### config.mk
export PLATFORM = sky130hd
export DESIGN_NAME = cpu
export DESIGN_NICKNAME = d
export VERILOG_FILES = /design/src/rtl/cpu.sv
export SDC_FILE = /design/constraint.sdc
export NUM_CORES = 1
export LEC_CHECK = 0
export CORE_AREA = 2 2 39 41
export CTS_CLUSTER_DIAMETER = 50
export DETAILED_ROUTE_END_ITERATION = 10
export DIE_AREA = 0 0 41 43
export SETUP_SLACK_MARGIN = 0.05
export SKIP_LAST_GASP = 1
export SYNTH_ARGS = -nofsm -noshare
export SYNTH_HDL_FRONTEND = slang
export SYNTH_SLANG_ARGS = --single-unit
### constraint.sdc
create_clock -name clk -period 2.4 [get_ports clk]
set_input_delay 0.72 -clock clk [delete_from_list [all_inputs] [get_ports clk]]
set_output_delay 0.72 -clock clk [all_outputs]
set_load 0.01 [all_outputs]
### src/rtl/cpu.sv
// Minimal 1-bit-instruction CPU: fetch/exec FSM driving board LEDs from switches.
// Optional build macro SWITCH_SYNC_EN adds a 2-flop switch synchronizer.
module cpu #(
    parameter int IO_W = 4
) (
    input  logic            clk,
    input  logic            n_rst,
    input  logic            data,
    output logic            addr,
    input  logic [IO_W-1:0] switch,
    output logic [IO_W-1:0] led
);

    typedef enum logic [1:0] {
        FETCH = 2'b01,
        EXEC  = 2'b10
    } state_t;

    state_t          state;
    logic            pc;
    logic            ir;
    logic [IO_W-1:0] sw_use;

`ifdef SWITCH_SYNC_EN
    logic [IO_W-1:0] sw_s1;
    logic [IO_W-1:0] sw_s2;

    // Two-stage synchronizer for the asynchronous board switches
    always_ff @(posedge clk or negedge n_rst) begin
        if (!n_rst) begin
            sw_s1 <= '0;
            sw_s2 <= '0;
        end else begin
            sw_s1 <= switch;
            sw_s2 <= sw_s1;
        end
    end

    assign sw_use = sw_s2;
`else
    assign sw_use = switch;
`endif

    assign addr = pc;

    // Fetch latches the instruction bit; exec updates led and advances pc
    always_ff @(posedge clk or negedge n_rst) begin
        if (!n_rst) begin
            state <= FETCH;
            pc    <= 1'b0;
            ir    <= 1'b0;
            led   <= '0;
        end else begin
            case (state)
                FETCH: begin
                    ir    <= (data == 1'b1);
                    state <= EXEC;
                end
                EXEC: begin
                    led   <= ir ? sw_use : '0;
                    pc    <= ~pc;
                    state <= FETCH;
                end
                default: begin
                    state <= FETCH;
                end
            endcase
        end
    end

endmodule

==> results.md <==
* Outcome: completed
* Pleak at about 0.23 nW
* Max-slew violations at 0
* Area contributors post-synth: dfrtp_1, mux2i_1, nor2b_4, dfstp_2, xor2_2
* Fill cells at about 150
* DR vias at ~220
* DR DRC count at 0
* Worst path required time at roughly 1700 ps
* Final Cycle Share at 79.2%
* Fin. Hold Viols at 0
* Drt total wl at around 560 um
* IO Count at 12
* Post-CTS setup buffer count at 0
* CP Capture Type: primary output
* Area of the multi-input gates at about 110 um2
* Post-synth top area cell: dfrtp_1
* DP HPWL at 445 um
* Buffers & Inverters on Critical Path at 1
* CTS tree: done
* First-pass GRT wire length at between 800 and 900 um
* Vias per cell at roughly 4
* Initial DRC count at 0
* Layout cells sized above 1 at around 23%
* DR WL/cell at about 10 um
* CTS buffer count at 3
* Crit start category: flip-flop
* Sequential share of the synthesized area at between 50% and 60%
* Hold_ws at roughly 500 ps
* Tightest Hold Check Type: reg -> reg
* # clock sinks at 8
* Placeable Area at 1380 um2
* Yosys warns at 0
* RSZ-0062 raised after global routing: no
* CTS H-tree lvls at 1
* Slowest-stage cell, CP: clkdlybuf4s50_1
* Pre-antenna DRT Iters at 1
* Max Clock Freq at between 500 and 600 MHz
* Total GRT Usage at under 10%
* Seq. cell area at between 200 and 250 um2
* Worst-margin pin slew at about 370 ps
* Synthesized cell area at 345 um2
* Final #Nets at 48
* Cells along the critical path: clkdlybuf4s50_1
* Synth Register Bits at 8
* Setup tns final at 0 ps
* Initial antenna violation count at 0
* Max_cap viols at 0
* Synth cell types at 10
* Die W at between 40 and 50 um
* Clock-pin slew on the worst setup and hold paths at approximately 50 ps
* Min cycle time layout at about 1900 ps
* Cells after Synth at 26
* Total gr overflow at 0
* Clk_lat worst skew at approximately 250 ps
* Largest net degree at the start of global routing at 9
* PortBufs at 11
* Synthesized Nets at 33
* Max Buffers Root-to-Sink at 2
* Max rail drop VDD at about 0.19 mV
* Placement-stage cell area at 464 um2
* Final count of negative-setup-slack endpoints at 0
* Slew headroom at approximately 75%
* Critical path arrival at between 1000 and 1500 ps
* CP top delay family: buffers and inverters
* Crit-path max FO at 2
* Initial Utilization at 25.0%
* Cts hold-fix bufs at 0
* Avg Inst Size Synth at between 10 and 15 um2
* Crit-path max cell delay at about 550 ps
* Chip Height at approximately 43 um
* Vias in the first global route at 208
* Antenna diodes at 0
* ANT nets after route at 0
* FP Rows at 14
* Layout Area Growth over Synthesis at 42.0%
* Clock root cell: clkbuf_4
* Fin Clk Skew at ~6.4 ps
* Post-CTS sizing at 0
* Critical path type: reg -> out
* Post-route cell area at around 490 um2
* Die area at 1760 um2
* Cell Pwr Density at approximately 570 nW/um2
* Top-area cell type share of the netlist area at approximately half
* RD Place Congestion at ~0.56
-- cells in the mapped netlist, drive strengths merged --
cell type / n
nand2: 4
mux2: 1
nor2b: 2
mux2i: 4
dfrtp: 7
inv: 5
buf: 1
dfstp: 1
xor2: 1
-- state kept, by name, summed over array words and instances, names as in the netlist --
register,count
ir,1
addr,1
state,2
led,4
-- cell usage in the layout, fill, tap and decap left out, drive strengths merged --
master,Yosys,routed
clkdlybuf4s50,0,11
dfrtp,7,7
inv,5,5
nand2,4,4
mux2i,4,4
clkbuf,0,4
nor2b,2,2
xor2,1,1
mux2,1,1
dfstp,1,1
-- cell type report --
| class | instances | area share [%] |
|---|---|---|
| Tap cell | 16 | 4.08 |
| Sequential cell | 8 | 41.1 |
| Clock buffer | 4 | 5.36 |
| Timing Repair Buffer | 11 | 22.4 |
| Inverter | 5 | 3.83 |
| Multi-Input combinational cell | 12 | 23.2 |
-- cell families (layout without fill, tap and decap cells) --
family | count (synthesis) | count (layout) | share of synthesized area [%]
xor gates and xnor gates | 1 | 1 | 4.71
buffers and inverters | 6 | 20 | 8.69
muxes | 5 | 5 | 15.9
DFF | 8 | 8 | 58.3
and+or+nand+nor | 6 | 6 | 12.3
-- where the power goes --
part,internal [W],switching (W)
Combinational,0.0000176,0.00000914
Sequential,0.000139,0.00000303
Clock,0.0000637,0.0000476
Total,0.000221,0.0000598
-- layer usage --
layer / track usage, % / up-vias / routed length (um)
li1: - / 107 / -
met1: 10.2 / 105 / 249
met2: 9.69 / 9 / 259
met3: 3.14 / 0 / 54
met4: 6.00 / 0 / 0
met5: 0 / - / 0
-- per-stage QoR --
stage          total power, W  cells  util [%]  worst slack [ps]
5_1_grt              0.000299     56      35.4               433
2_1_floorplan        0.000151     26         -              1270
6_report             0.000280     56      35.4               499
3_5_place_dp         0.000172     52      33.5               761
3_3_place_gp         0.000171     52      33.5               772
4_1_cts              0.000288     56      35.4               474
-- final timing paths --
| check | slack [ps] | cells after the start | to | start |
|---|---|---|---|---|
| max | 500 | 1 | addr | addr$_DFFE_PN0N_ |
| min | 500 | 1 | addr$_DFFE_PN0N_ | addr$_DFFE_PN0N_ |
| max reg2reg | 1260 | 2 | ir$_DFFE_PN0N_ | state[0]$_DFF_PN1_ |
| min reg2reg | 500 | 1 | addr$_DFFE_PN0N_ | addr$_DFFE_PN0N_ |
| max in group asynchronous | 1340 | 1 | state[0]$_DFF_PN1_ | n_rst |
| min in group asynchronous | 740 | 1 | led[3]$_DFFE_PN0N_ | n_rst |
(Power assumes the default switching activity.)
